<file path="src/rtl/ddr_wr_axi_master.sv">
// ddr_wr_axi_master
// Single-clock AXI4 write master. Takes one line-write request, splits it into
// INCR bursts bounded by MAX_BURST and the 4 KB line, pulls beats from the
// line-buffer writer through a 4-entry FIFO and pulses ddr_wdone once every
// burst has been acknowledged on the B channel.
module ddr_wr_axi_master #(
  parameter int ADDR_WIDTH     = 27,
  parameter int DQ_WIDTH       = 32,
  parameter int LEN_WIDTH      = 16,
  parameter int AXI_ADDR_WIDTH = 32,
  parameter int MAX_BURST      = 16
) (
  input  logic                      ddr_clk,
  input  logic                      ddr_rst,
  // line-buffer side
  input  logic                      ddr_wreq,
  input  logic [ADDR_WIDTH-1:0]     ddr_waddr,
  input  logic [LEN_WIDTH-1:0]      ddr_wr_len,
  input  logic [8*DQ_WIDTH-1:0]     ddr_wdata,
  output logic                      ddr_wdata_req,
  output logic                      ddr_wdone,
  // AXI4 write address channel
  output logic [AXI_ADDR_WIDTH-1:0] m_axi_awaddr,
  output logic [7:0]                m_axi_awlen,
  output logic [2:0]                m_axi_awsize,
  output logic [1:0]                m_axi_awburst,
  output logic                      m_axi_awvalid,
  input  logic                      m_axi_awready,
  // AXI4 write data channel
  output logic [8*DQ_WIDTH-1:0]     m_axi_wdata,
  output logic [DQ_WIDTH-1:0]       m_axi_wstrb,
  output logic                      m_axi_wlast,
  output logic                      m_axi_wvalid,
  input  logic                      m_axi_wready,
  // AXI4 write response channel
  input  logic [1:0]                m_axi_bresp,
  input  logic                      m_axi_bvalid,
  output logic                      m_axi_bready,
  output logic                      err_bresp
);

  localparam int DATA_W     = 8 * DQ_WIDTH;
  localparam int BEAT_SHIFT = $clog2(DQ_WIDTH);      // bytes per beat = DQ_WIDTH
  localparam int WORD_SHIFT = $clog2(DQ_WIDTH / 8);  // bytes per DQ word

  typedef enum logic [2:0] {
    S_IDLE, S_CALC, S_ADDR, S_DATA, S_RESP, S_DONE
  } state_t;

  state_t                    r_state;
  state_t                    w_next_state;

  logic [AXI_ADDR_WIDTH-1:0] r_baddr;      // byte address of the next burst
  logic [LEN_WIDTH-1:0]      r_remain;     // beats still to be issued
  logic [8:0]                r_blen;       // beats in the current burst (1..256)
  logic [8:0]                r_pulled;     // beats pulled upstream in this burst
  logic [8:0]                r_sent;       // beats accepted on W in this burst
  logic                      r_err;

  logic [12:0]               w_to4k;
  logic [8:0]                w_blen;
  logic [LEN_WIDTH-1:0]      w_remain_next;

  // beat FIFO between the pull strobe and the W channel
  logic [DATA_W-1:0]         r_mem [4];
  logic [1:0]                r_wr_ptr;
  logic [1:0]                r_rd_ptr;
  logic [2:0]                r_count;
  logic                      w_push;
  logic                      w_pop;
  logic                      w_wvalid;
  logic                      w_wfire;

  assign m_axi_awsize  = 3'(BEAT_SHIFT);
  assign m_axi_awburst = 2'b01;
  assign m_axi_wstrb   = '1;
  assign m_axi_awaddr  = r_baddr;
  assign m_axi_awlen   = (r_state == S_ADDR) ? 8'(r_blen - 9'd1) : 8'd0;

  assign w_wvalid      = (r_count != 3'd0);
  assign w_wfire       = w_wvalid && m_axi_wready;
  assign m_axi_wvalid  = w_wvalid;
  assign m_axi_wdata   = r_mem[r_rd_ptr];
  assign m_axi_wlast   = w_wvalid && (r_sent == (r_blen - 9'd1));

  assign w_push        = ddr_wdata_req;
  assign w_pop         = w_wfire;
  assign w_remain_next = r_remain - LEN_WIDTH'(r_blen);
  assign err_bresp     = r_err;

  // Burst length: smallest of remaining beats, MAX_BURST and beats left before the 4 KB line.
  always_comb begin
    // NOTE: every variable gets a value before any branch so no latch is inferred.
    w_to4k = (13'h1000 - {1'b0, r_baddr[11:0]}) >> BEAT_SHIFT;
    w_blen = 9'(MAX_BURST);
    if (32'(r_remain) < 32'(w_blen)) w_blen = 9'(r_remain);
    if (32'(w_to4k) < 32'(w_blen))   w_blen = 9'(w_to4k);
    // an unaligned start inside the last beat of a 4 KB line still moves one beat
    if (w_blen == 9'd0)              w_blen = 9'd1;
  end

  // State register.
  always_ff @(posedge ddr_clk or posedge ddr_rst) begin
    // NOTE: sequential state uses non-blocking assignments so every flop samples pre-edge values.
    if (ddr_rst) r_state <= S_IDLE;
    else         r_state <= w_next_state;
  end

  // Next-state decode and per-state handshake outputs.
  always_comb begin
    w_next_state  = r_state;
    m_axi_awvalid = 1'b0;
    m_axi_bready  = 1'b0;
    ddr_wdone     = 1'b0;
    ddr_wdata_req = 1'b0;
    case (r_state)
      S_IDLE: if (ddr_wreq) w_next_state = S_CALC;
      S_CALC: w_next_state = S_ADDR;
      S_ADDR: begin
        m_axi_awvalid = 1'b1;
        if (m_axi_awready) w_next_state = S_DATA;
      end
      S_DATA: begin
        // ignore a same-cycle pop so the FIFO can never overflow
        ddr_wdata_req = (r_pulled < r_blen) && (r_count <= 3'd3);
        if (w_wfire && m_axi_wlast) w_next_state = S_RESP;
      end
      S_RESP: begin
        m_axi_bready = 1'b1;
        if (m_axi_bvalid) w_next_state = (w_remain_next == '0) ? S_DONE : S_CALC;
      end
      S_DONE: begin
        ddr_wdone    = 1'b1;
        w_next_state = S_IDLE;
      end
      default: w_next_state = S_IDLE;
    endcase
  end

  // Request bookkeeping: address, remaining beats, burst length and beat counters.
  always_ff @(posedge ddr_clk or posedge ddr_rst) begin
    if (ddr_rst) begin
      r_baddr  <= '0;
      r_remain <= '0;
      r_blen   <= 9'd0;
      r_pulled <= 9'd0;
      r_sent   <= 9'd0;
      r_err    <= 1'b0;
    end else begin
      case (r_state)
        S_IDLE: if (ddr_wreq) begin
          r_baddr  <= AXI_ADDR_WIDTH'(ddr_waddr) << WORD_SHIFT;
          r_remain <= ddr_wr_len;
        end
        S_CALC: begin
          r_blen   <= w_blen;
          r_pulled <= 9'd0;
          r_sent   <= 9'd0;
        end
        S_DATA: begin
          if (ddr_wdata_req) r_pulled <= r_pulled + 9'd1;
          if (w_wfire)       r_sent   <= r_sent + 9'd1;
        end
        S_RESP: if (m_axi_bvalid) begin
          r_baddr  <= r_baddr + (AXI_ADDR_WIDTH'(r_blen) << BEAT_SHIFT);
          r_remain <= w_remain_next;
          if (m_axi_bresp != 2'b00) r_err <= 1'b1;
        end
        default: ;
      endcase
    end
  end

  // FIFO pointers and occupancy.
  always_ff @(posedge ddr_clk or posedge ddr_rst) begin
    if (ddr_rst) begin
      r_wr_ptr <= 2'd0;
      r_rd_ptr <= 2'd0;
      r_count  <= 3'd0;
    end else begin
      if (w_push) r_wr_ptr <= r_wr_ptr + 2'd1;
      if (w_pop)  r_rd_ptr <= r_rd_ptr + 2'd1;
      case ({w_push, w_pop})
        2'b10:   r_count <= r_count + 3'd1;
        2'b01:   r_count <= r_count - 3'd1;
        default: r_count <= r_count;
      endcase
    end
  end

  // FIFO storage: the pulled word is captured in the same cycle as its strobe.
  always_ff @(posedge ddr_clk) begin
    // NOTE: storage is not reset; emptiness is tracked by the pointers and count alone.
    if (w_push) r_mem[r_wr_ptr] <= ddr_wdata;
  end

endmodule

</file>
<file path="config.mk">
export PLATFORM = sky130hd
export DESIGN_NAME = ddr_wr_axi_master
export DESIGN_NICKNAME = d
export VERILOG_FILES = /design/src/rtl/ddr_wr_axi_master.sv
export SDC_FILE = /design/constraint.sdc
export NUM_CORES = 1
export LEC_CHECK = 0
export ABC_AREA = 1
export CAP_MARGIN = 20
export CORE_MARGIN = 2
export CORE_UTILIZATION = 45
export CTS_CLUSTER_SIZE = 8
export DETAILED_ROUTE_END_ITERATION = 8
export PLACE_DENSITY = 0.68
export SYNTH_ARGS = -nofsm -noshare
export SYNTH_HDL_FRONTEND = slang
export SYNTH_SLANG_ARGS = --single-unit
</file>
<file path="constraint.sdc">
create_clock -name ddr_clk -period 21.8 [get_ports ddr_clk]
set_clock_uncertainty 0.1 [all_clocks]
set_input_delay 2.18 -clock ddr_clk [delete_from_list [all_inputs] [get_ports ddr_clk]]
set_output_delay 2.18 -clock ddr_clk [all_outputs]
set_load 0.005 [all_outputs]
</file>
==> impl_results.html, run 1 <==
<table>
<tr><th>Metric</th><th>Value</th></tr>
<tr><th colspan="2">Yosys</th></tr>
<tr><td>Main combinational cell family by area after synthesis</td><td>compound AO/OA/AOI/OAI gates</td></tr>
<tr><td>Primary FF master, synth</td><td>edfxtp_1</td></tr>
<tr><td>Mapped cell area</td><td>44500 um2</td></tr>
<tr><td>Synth Area in XOR/XNOR</td><td>0.433%</td></tr>
<tr><td>Register area share after synthesis</td><td>73.9%</td></tr>
<tr><td>Post-Syn Area per Cell</td><td>12.7 um2</td></tr>
<tr><td>Number of synthesized flops with an enable pin</td><td>1024</td></tr>
<tr><td>Fraction of the mapped netlist area in compound gates</td><td>11.6%</td></tr>
<tr><td>Warnings, synthesis</td><td>0</td></tr>
<tr><td>Register bit count reported by yosys</td><td>1108</td></tr>
<tr><td>Post-synthesis instance total</td><td>3494</td></tr>
<tr><td>Leading cell types by total area after synthesis</td><td>edfxtp_1 69%, o21ai_0 6.5%, nor2_1 5.1%</td></tr>
<tr><td>Adder-cell share of the synthesized area</td><td>1.29%</td></tr>
<tr><td>Cell with the most instances after synthesis</td><td>edfxtp_1</td></tr>
<tr><td>Top-area cell type share of the netlist area</td><td>69.1%</td></tr>
<tr><td>Most numerous cell types in the synthesized netlist</td><td>1024 x edfxtp_1, 610 x nor2_1, 581 x o21ai_0</td></tr>
<tr><td>Cell variety after synth</td><td>47</td></tr>
<tr><td>FFs w/ async S/R, synth</td><td>7.58%</td></tr>
<tr><td>Post-Synth Simple-Gate Area</td><td>9.23%</td></tr>
<tr><td>Multiplexer fraction of the synthesized cell area</td><td>0.0253%</td></tr>
<tr><td>Area leader, netlist</td><td>edfxtp_1</td></tr>
<tr><th colspan="2">Placed design</th></tr>
<tr><td>Number of placed cells counting well taps</td><td>5229</td></tr>
<tr><td>Port-buffer cells</td><td>607</td></tr>
<tr><td>Routability Congestion</td><td>0.929</td></tr>
<tr><td>Post-DP HPWL</td><td>73.1 mm</td></tr>
<tr><td>Worst slack after detailed placement</td><td>15670 ps</td></tr>
<tr><th colspan="2">Worst setup path</th></tr>
<tr><td>Arrival time reported for the critical path endpoint</td><td>4530 ps</td></tr>
<tr><td>Nature of the critical path endpoint</td><td>primary output</td></tr>
<tr><td>Startpoint type of the worst setup path</td><td>flip-flop</td></tr>
<tr><td>Data required time of the critical path</td><td>19520 ps</td></tr>
<tr><td>Highest fanout seen on the critical path</td><td>100</td></tr>
<tr><td>Class of the most critical setup path</td><td>flip-flop to primary output</td></tr>
<tr><th colspan="2">Floorplanning</th></tr>
<tr><td>Die Wd</td><td>318 um</td></tr>
<tr><td>Initial cell density of the core</td><td>45.3%</td></tr>
<tr><td>Area of the core region</td><td>98100 um2</td></tr>
<tr><td>Top-Level Pins</td><td>647</td></tr>
<tr><td>Count of standard-cell rows</td><td>115</td></tr>
<tr><td>Die Footprint</td><td>101000 um2</td></tr>
<tr><td>Die H</td><td>318 um</td></tr>
<tr><th colspan="2">Run status</th></tr>
<tr><td>Outcome</td><td>finished clean</td></tr>
<tr><th colspan="2">Clock network</th></tr>
<tr><td>Number of clock sinks seen by CTS</td><td>1108</td></tr>
<tr><td>Count of hold-fix buffers inserted at cts</td><td>0</td></tr>
<tr><td>Clock buffer count from CTS</td><td>156</td></tr>
<tr><td>Post-CTS repair timing setup buffer count</td><td>0</td></tr>
<tr><td>Clock input transition at the sequential cells of the worst setup and hold paths</td><td>50 ps</td></tr>
<tr><td>Clk Latency, worst-skew pair</td><td>740 ps</td></tr>
<tr><td>Post-cts gate resize count</td><td>0</td></tr>
<tr><td>Number of levels in the clock H-tree</td><td>4</td></tr>
<tr><td>CTS tree</td><td>yes</td></tr>
<tr><td>Clk Tree Root Cell</td><td>clkbuf_16</td></tr>
<tr><td>Maximum root-to-sink buffer count</td><td>3</td></tr>
<tr><th colspan="2">Detailed routing</th></tr>
<tr><td>Avg Vias per Cell</td><td>5.52</td></tr>
<tr><td># DRC</td><td>0</td></tr>
<tr><td>Drt pass-1 iters</td><td>6</td></tr>
<tr><td>Count of nets left with antenna violations after detail routing</td><td>0</td></tr>
<tr><td>Overall via count from detail_route</td><td>30000</td></tr>
<tr><td>Detailed-route wire length</td><td>120 mm</td></tr>
<tr><td>Per-cell routed wire length</td><td>22.0 um</td></tr>
<tr><td>Count of routing violations after the opening detailed-route iteration</td><td>2693</td></tr>
<tr><th colspan="2">Timing</th></tr>
<tr><td>Maximum clock rate</td><td>0.147 GHz</td></tr>
<tr><td>Final worst slack</td><td>14990 ps</td></tr>
<tr><td>Fin crit share</td><td>31.2%</td></tr>
<tr><td>Number of endpoints with negative hold slack in the final report</td><td>0</td></tr>
<tr><td>Relative slew slack</td><td>24.9%</td></tr>
<tr><td>Unrepaired setup endpoints after global routing</td><td>false</td></tr>
<tr><td>Final Max Slew Viols</td><td>0</td></tr>
<tr><td>Tightest Pin Transition</td><td>1130 ps</td></tr>
<tr><td>Count of final setup violators</td><td>0</td></tr>
<tr><td>Post-route setup TNS</td><td>0 ps</td></tr>
<tr><td>Time the worst path needs with I/O delays and setup</td><td>6810 ps</td></tr>
<tr><th colspan="2">Hold path</th></tr>
<tr><td>Hold WC Path Type</td><td>flip-flop to flip-flop</td></tr>
<tr><th colspan="2">Final layout</th></tr>
<tr><td>Area added between synthesis and finish</td><td>25.7%</td></tr>
<tr><td>Utilization of the core after routing</td><td>57.0%</td></tr>
<tr><td>Fraction of layout cells with a size suffix above 1</td><td>5.88%</td></tr>
<tr><td>Non-Filler Instances</td><td>5434</td></tr>
<tr><td>Post-layout net count</td><td>4451</td></tr>
<tr><th colspan="2">Power</th></tr>
<tr><td>Power per standard cell area</td><td>136 nW/um2</td></tr>
<tr><td>Cell leakage power</td><td>0.0191 uW</td></tr>
<tr><td>Largest voltage drop on the vdd net</td><td>0.119 mV</td></tr>
<tr><th colspan="2">GRT</th></tr>
<tr><td>Wire length of the first global-routing pass</td><td>180 mm</td></tr>
<tr><td>Overflow left after global routing</td><td>0</td></tr>
<tr><td>Global routing usage summed across all routing layers</td><td>23.2%</td></tr>
<tr><td>Pin count of the biggest net entering global routing</td><td>241</td></tr>
<tr><td>Number of global-route vias before repair</td><td>29400</td></tr>
<tr><td>Antenna violations before repair</td><td>35</td></tr>
<tr><th colspan="2">Job</th></tr>
<tr><td>Maximum Capacitance Violations</td><td>0</td></tr>
</table>
==> critical path: stages, from the launching register on <==
cell	delay (ps)
dfrtp_4	830
buf_4	880
buf_4	800
o21ai_0	220
o22ai_1	310
clkdlybuf4s50_1	580
==> cells by family (layout without fill, tap and decap cells) <==
logic type | Yosys count | in the layout
flops | 1108 | 1108
simple gates | 1011 | 1011
compound gates | 946 | 946
buf+inv | 360 | 957
fa+ha+maj | 44 | 44
xor+xnor | 22 | 22
other cells | 2 | 58
mux | 1 | 1
==> worst paths after layout <==
check / start / endpoint / slack, ps / depth (start not counted)
min: r_count[0]$_DFFE_PP0P_ / r_count[0]$_DFFE_PP0P_ / 360 / 1
min in group asynchronous: ddr_rst / r_wr_ptr[1]$_DFFE_PP0P_ / 1730 / 2
max: r_rd_ptr[0]$_DFFE_PP0P_ / m_axi_wdata[225] / 14990 / 5
max in group asynchronous: ddr_rst / m_axi_awaddr[2]$_DFFE_PP0P_ / 18690 / 3
max reg2reg: r_blen[7]$_DFFE_PP0P_ / r_mem[1][236]$_DFFE_PP_ / 16380 / 12
min reg2reg: r_count[0]$_DFFE_PP0P_ / r_count[0]$_DFFE_PP0P_ / 360 / 1
==> registers in the layout (all words and copies together) (netlist names) <==
name / count
err_bresp: 1
m_axi_awaddr: 30
r_blen: 9
r_count: 3
r_mem: 1024
r_pulled: 9
r_rd_ptr: 2
r_remain: 16
r_sent: 9
r_state: 3
r_wr_ptr: 2
==> layout make-up <==
cell class              count  area [um2]
clock inverters            11         265
clock buffers             178        4030
repair buffers            637        6350
flip-flops and latches   1108       32900
diodes                     16        40.0
inverters                 131         510
multi-input cells        2066       10200
well taps                1287        1610
fillers                  7842       42200
==> placed cells by master (no fill, tap or decap), drive strengths merged, types with 4 or more instances in the layout <==
master            n
or2               6
inv             134
o21ai           597
conb             42
clkinv            8
nand3b            4
xor2             14
nand2           251
a21oi            47
o22ai           268
buf              30
ha               41
nor2            620
diode            16
clkbuf          178
dfrtp            84
xnor2             8
clkdlybuf4s50   607
nand3            75
a31oi             4
o211ai           15
o31ai             7
nor3             25
nand4            24
edfxtp         1024
==> routing by layer <==
layer  global-route usage, %  vias up  wire [um]
met5                       0        -        276
li1                        -    13900          -
met2                    38.0     1196      58700
met3                    8.00      220      11100
met1                    28.7    14700      46400
met4                    8.23       40       3210
==> through the flow <==
stage                     area, um2  total power, uW  hold WS, ps
after floorplan               44600             4080          337
after global placement        51600             5440          348
after detailed placement      51600             5450          359
after CTS                     55900             7630          364
final                         55900             7590          358
after global routing          55900             7980          392
==> power breakdown <==
part	switching [uW]	internal, uW	leakage [uW]
clock network	863	1290	0.00208
registers	129	2510	0.0103
logic	1630	1160	0.00671
total	2630	4960	0.0191
Note: power is estimated with default switching activity, not from simulation.
==> run 2: changes to the inputs <==
--- a/config.mk
+++ b/config.mk
@@ -11,7 +11,7 @@
 export CORE_UTILIZATION = 45
 export CTS_CLUSTER_SIZE = 8
 export DETAILED_ROUTE_END_ITERATION = 8
-export PLACE_DENSITY = 0.68
+export PLACE_DENSITY = 0.71
 export SYNTH_ARGS = -nofsm -noshare
 export SYNTH_HDL_FRONTEND = slang
 export SYNTH_SLANG_ARGS = --single-unit
==> constraint.sdc (replaced) <==
create_clock -name ddr_clk -period 6.2 [get_ports ddr_clk]
set_clock_uncertainty 0.1 [all_clocks]
set_input_delay 0.62 -clock ddr_clk [delete_from_list [all_inputs] [get_ports ddr_clk]]
set_output_delay 0.62 -clock ddr_clk [all_outputs]
set_load 0.005 [all_outputs]
==> run 2 against run 1 <==
- clock power increased to 3.5 times the previous value
- setup slack got worse by 14000 ps
- utilization rose by 0.25 points
- sequential share of layout area shrank 0.26 points
- combinational power grew to 3.5 times the previous value
- sequential power rose to 3.5 times the previous value
- critical path type unchanged
==> impl_results.html, run 2 (synthesis results as in run 1) <==
<table>
<tr><th>Metric</th><th>Value</th></tr>
<tr><th colspan="2">Power</th></tr>
<tr><td>Largest voltage drop on the vdd net</td><td>0.368 mV (was 0.119 mV)</td></tr>
<tr><td>Cell leakage power</td><td>0.0192 uW (was 0.0191 uW)</td></tr>
<tr><td>Power per standard cell area</td><td>477 nW/um2 (was 136 nW/um2)</td></tr>
<tr><th colspan="2">Detailed routing</th></tr>
<tr><td>Overall via count from detail_route</td><td>30500 (was 30000)</td></tr>
<tr><td>Count of nets left with antenna violations after detail routing</td><td>0 (unchanged)</td></tr>
<tr><td>Per-cell routed wire length</td><td>21.7 um (was 22.0 um)</td></tr>
<tr><td># DRC</td><td>0 (unchanged)</td></tr>
<tr><td>Avg Vias per Cell</td><td>5.59 (was 5.52)</td></tr>
<tr><td>Detailed-route wire length</td><td>119 mm (was 120 mm)</td></tr>
<tr><td>Count of routing violations after the opening detailed-route iteration</td><td>2974 (was 2693)</td></tr>
<tr><td>Drt pass-1 iters</td><td>6 (unchanged)</td></tr>
<tr><th colspan="2">Final layout</th></tr>
<tr><td>Area added between synthesis and finish</td><td>26.3% (was 25.7%)</td></tr>
<tr><td>Most frequent standard cell in the layout excluding fill and tap cells</td><td>edfxtp_1 (unchanged)</td></tr>
<tr><td>Max FFs per register</td><td>1024 (unchanged)</td></tr>
<tr><td>Area of combinational cells with multiple inputs</td><td>10200 um2 (unchanged)</td></tr>
<tr><td>Fillcell total</td><td>7675 (was 7842)</td></tr>
<tr><td>Biggest register</td><td>r_mem (unchanged)</td></tr>
<tr><td>Post-layout net count</td><td>4459 (was 4451)</td></tr>
<tr><td>Register cell area after layout</td><td>32900 um2 (unchanged)</td></tr>
<tr><td>Top library cells by usage in the layout, fill and taps aside</td><td>1024 x edfxtp_1, 607 x clkdlybuf4s50_1, 606 x nor2_1, 581 x o21ai_0, 268 x o22ai_1 (unchanged)</td></tr>
<tr><td>Fraction of layout cells with a size suffix above 1</td><td>6.10% (was 5.88%)</td></tr>
<tr><th colspan="2">Placed design</th></tr>
<tr><td>Port-buffer cells</td><td>607 (unchanged)</td></tr>
<tr><td>Post-DP HPWL</td><td>73.0 mm (was 73.1 mm)</td></tr>
<tr><td>Routability Congestion</td><td>0.933 (was 0.929)</td></tr>
<tr><td>Worst slack after detailed placement</td><td>2180 ps (was 15670 ps)</td></tr>
<tr><th colspan="2">Worst setup path</th></tr>
<tr><td>Data required time of the critical path</td><td>5480 ps (was 19520 ps)</td></tr>
<tr><td>Class of the most critical setup path</td><td>flip-flop to primary output (unchanged)</td></tr>
<tr><td>CP startpoint</td><td>r_rd_ptr[0]$_DFFE_PP0P_ (unchanged)</td></tr>
<tr><td>Nature of the critical path endpoint</td><td>primary output (unchanged)</td></tr>
<tr><td>Arrival time reported for the critical path endpoint</td><td>4140 ps (was 4530 ps)</td></tr>
<tr><td>Longest individual stage delay on the worst path</td><td>880 ps (about the same)</td></tr>
<tr><td>Register-to-Register Path Depth</td><td>10 (was 12)</td></tr>
<tr><td>Worst flop-to-flop path startpoint</td><td>r_blen[2]$_DFFE_PP0P_ (was r_blen[7]$_DFFE_PP0P_)</td></tr>
<tr><td>Critical path cell sequence</td><td>buf_12 &gt; buf_4 &gt; o21ai_0 &gt; o22ai_1 &gt; clkdlybuf4s50_1 (was buf_4 &gt; buf_4 &gt; o21ai_0 &gt; o22ai_1 &gt; clkdlybuf4s50_1)</td></tr>
<tr><td>Slowest library cell on the worst path</td><td>dfrtp_4 (was buf_4)</td></tr>
<tr><td>Capturing point of the worst reg2reg path</td><td>r_mem[1][201]$_DFFE_PP_ (was r_mem[1][236]$_DFFE_PP_)</td></tr>
<tr><td>Worst setup path end</td><td>m_axi_wdata[86] (was m_axi_wdata[225])</td></tr>
<tr><td>Setup slack of the worst register-to-register path</td><td>2540 ps (was 16380 ps)</td></tr>
<tr><td>Startpoint type of the worst setup path</td><td>flip-flop (unchanged)</td></tr>
<tr><td>Highest fanout seen on the critical path</td><td>170 (was 100)</td></tr>
<tr><th colspan="2">Timing</th></tr>
<tr><td>Fin crit share</td><td>78.4%</td></tr>
<tr><td>Post-route setup TNS</td><td>0 ps (unchanged)</td></tr>
<tr><td>Tightest Pin Transition</td><td>1080 ps (was 1130 ps)</td></tr>
<tr><td>Time the worst path needs with I/O delays and setup</td><td>4860 ps</td></tr>
<tr><td>Number of endpoints with negative hold slack in the final report</td><td>0 (unchanged)</td></tr>
<tr><td>Unrepaired setup endpoints after global routing</td><td>false (unchanged)</td></tr>
<tr><td>Maximum clock rate</td><td>0.206 GHz</td></tr>
<tr><td>Count of final setup violators</td><td>0 (unchanged)</td></tr>
<tr><td>Relative slew slack</td><td>28.3% (was 24.9%)</td></tr>
<tr><td>Final Max Slew Viols</td><td>0 (unchanged)</td></tr>
<tr><td>Final worst slack</td><td>1340 ps (was 14990 ps)</td></tr>
<tr><th colspan="2">Hold path</th></tr>
<tr><td>Hold WC Path Type</td><td>input port to asynchronous set/reset pin (was flip-flop to flip-flop)</td></tr>
<tr><th colspan="2">Floorplanning</th></tr>
<tr><td>Count of standard-cell rows</td><td>115 (unchanged)</td></tr>
<tr><td>Die Footprint</td><td>101000 um2 (unchanged)</td></tr>
<tr><td>Die Wd</td><td>318 um (unchanged)</td></tr>
<tr><td>Area of the core region</td><td>98100 um2 (unchanged)</td></tr>
<tr><td>Initial cell density of the core</td><td>45.3% (unchanged)</td></tr>
<tr><td>Top-Level Pins</td><td>647 (unchanged)</td></tr>
<tr><td>Die H</td><td>318 um (unchanged)</td></tr>
<tr><th colspan="2">Clock network</th></tr>
<tr><td>Clk Latency, worst-skew pair</td><td>750 ps (was 740 ps)</td></tr>
<tr><td>Post-cts gate resize count</td><td>0 (unchanged)</td></tr>
<tr><td>Post-CTS repair timing setup buffer count</td><td>0 (unchanged)</td></tr>
<tr><td>Maximum root-to-sink buffer count</td><td>3 (unchanged)</td></tr>
<tr><td>Number of clock sinks seen by CTS</td><td>1108 (unchanged)</td></tr>
<tr><td>Clock input transition at the sequential cells of the worst setup and hold paths</td><td>50 ps (about the same)</td></tr>
<tr><td>CTS tree</td><td>yes (unchanged)</td></tr>
<tr><td>Number of levels in the clock H-tree</td><td>4 (unchanged)</td></tr>
<tr><td>Clk Tree Root Cell</td><td>clkbuf_16 (unchanged)</td></tr>
<tr><td>Count of hold-fix buffers inserted at cts</td><td>0 (unchanged)</td></tr>
<tr><td>Clock buffer count from CTS</td><td>156 (unchanged)</td></tr>
<tr><th colspan="2">GRT</th></tr>
<tr><td>Global routing usage summed across all routing layers</td><td>22.8% (was 23.2%)</td></tr>
<tr><td>Overflow left after global routing</td><td>0 (unchanged)</td></tr>
<tr><td>Number of global-route vias before repair</td><td>29500 (was 29400)</td></tr>
<tr><td>Wire length of the first global-routing pass</td><td>177 mm (was 180 mm)</td></tr>
<tr><td>Antenna violations before repair</td><td>41 (was 35)</td></tr>
<tr><td>Pin count of the biggest net entering global routing</td><td>171 (was 241)</td></tr>
<tr><th colspan="2">Job</th></tr>
<tr><td>Maximum Capacitance Violations</td><td>0 (unchanged)</td></tr>
<tr><th colspan="2">Run status</th></tr>
<tr><td>Outcome</td><td>finished clean (unchanged)</td></tr>
</table>
-- run 2: cell count changes in the layout (fill, tap and decap cells not counted), sizes merged --
cell / before / now
clkbuf: 178 / 184
diode: 16 / 21
clkinv: 8 / 6
inv: 134 / 138
buf: 30 / 38
-- run 2: how the worst min path moves through the flow --
| stage | endpoint | depth (start not counted) | startpoint |
|---|---|---|---|
| finish | err_bresp$_DFFE_PP0P_ | 2 | ddr_rst |
| global route | m_axi_awaddr[20]$_DFFE_PP0P_ | 2 | ddr_rst |
| CTS | m_axi_awaddr[20]$_DFFE_PP0P_ | 2 | ddr_rst |
| global placement | err_bresp$_DFFE_PP0P_ | 2 | err_bresp$_DFFE_PP0P_ |
| detailed placement | err_bresp$_DFFE_PP0P_ | 2 | err_bresp$_DFFE_PP0P_ |
| floorplan | r_count[0]$_DFFE_PP0P_ | 1 | r_count[0]$_DFFE_PP0P_ |
-- run 2: through the flow --
stage	hold WS, ps	utilization [%]	cell area, um2	instances	total power (uW)
3_3_place_gp	350	52.8	51800	5237	19100
5_1_grt	280	57.2	56100	5453	28100
3_5_place_dp	357	52.8	51800	5237	19200
6_report	236	57.2	56200	5455	26800
2_1_floorplan	337	-	44600	3534	14300
4_1_cts	206	57.2	56100	5434	26900
-- run 2: area by class of cell --
| type | instances | share of cell area (%) |
|---|---|---|
| clock buffer | 184 | 7.21 |
| inverter | 131 | 0.909 |
| multi-input combinational | 2066 | 18.2 |
| sequential | 1108 | 58.5 |
| timing repair buffer | 645 | 11.7 |
| tap | 1287 | 2.87 |
| clock inverter | 13 | 0.448 |
| antenna | 21 | 0.0936 |
-- run 2: report_power, final --
part | internal, uW | switching [uW] | leakage (uW)
combinational | 4130 | 5770 | 0.00679
sequential | 8830 | 480 | 0.0103
clock | 4560 | 3010 | 0.00209
total | 17500 | 9260 | 0.0192
-- run 2: critical path: cells and delay by family, from the launching register on --
| family | cells | cell delay (ps) |
|---|---|---|
| compound gates | 2 | 450 |
| flops | 1 | 880 |
| buf+inv | 3 | 1880 |
-- run 2: layer usage --
layer	global-route usage (%)	up-vias	wire, um
met5	0	-	276
met4	10.1	40	4530
met3	8.29	267	12000
met2	35.9	1390	56000
met1	28.3	14900	45800
li1	-	13900	-
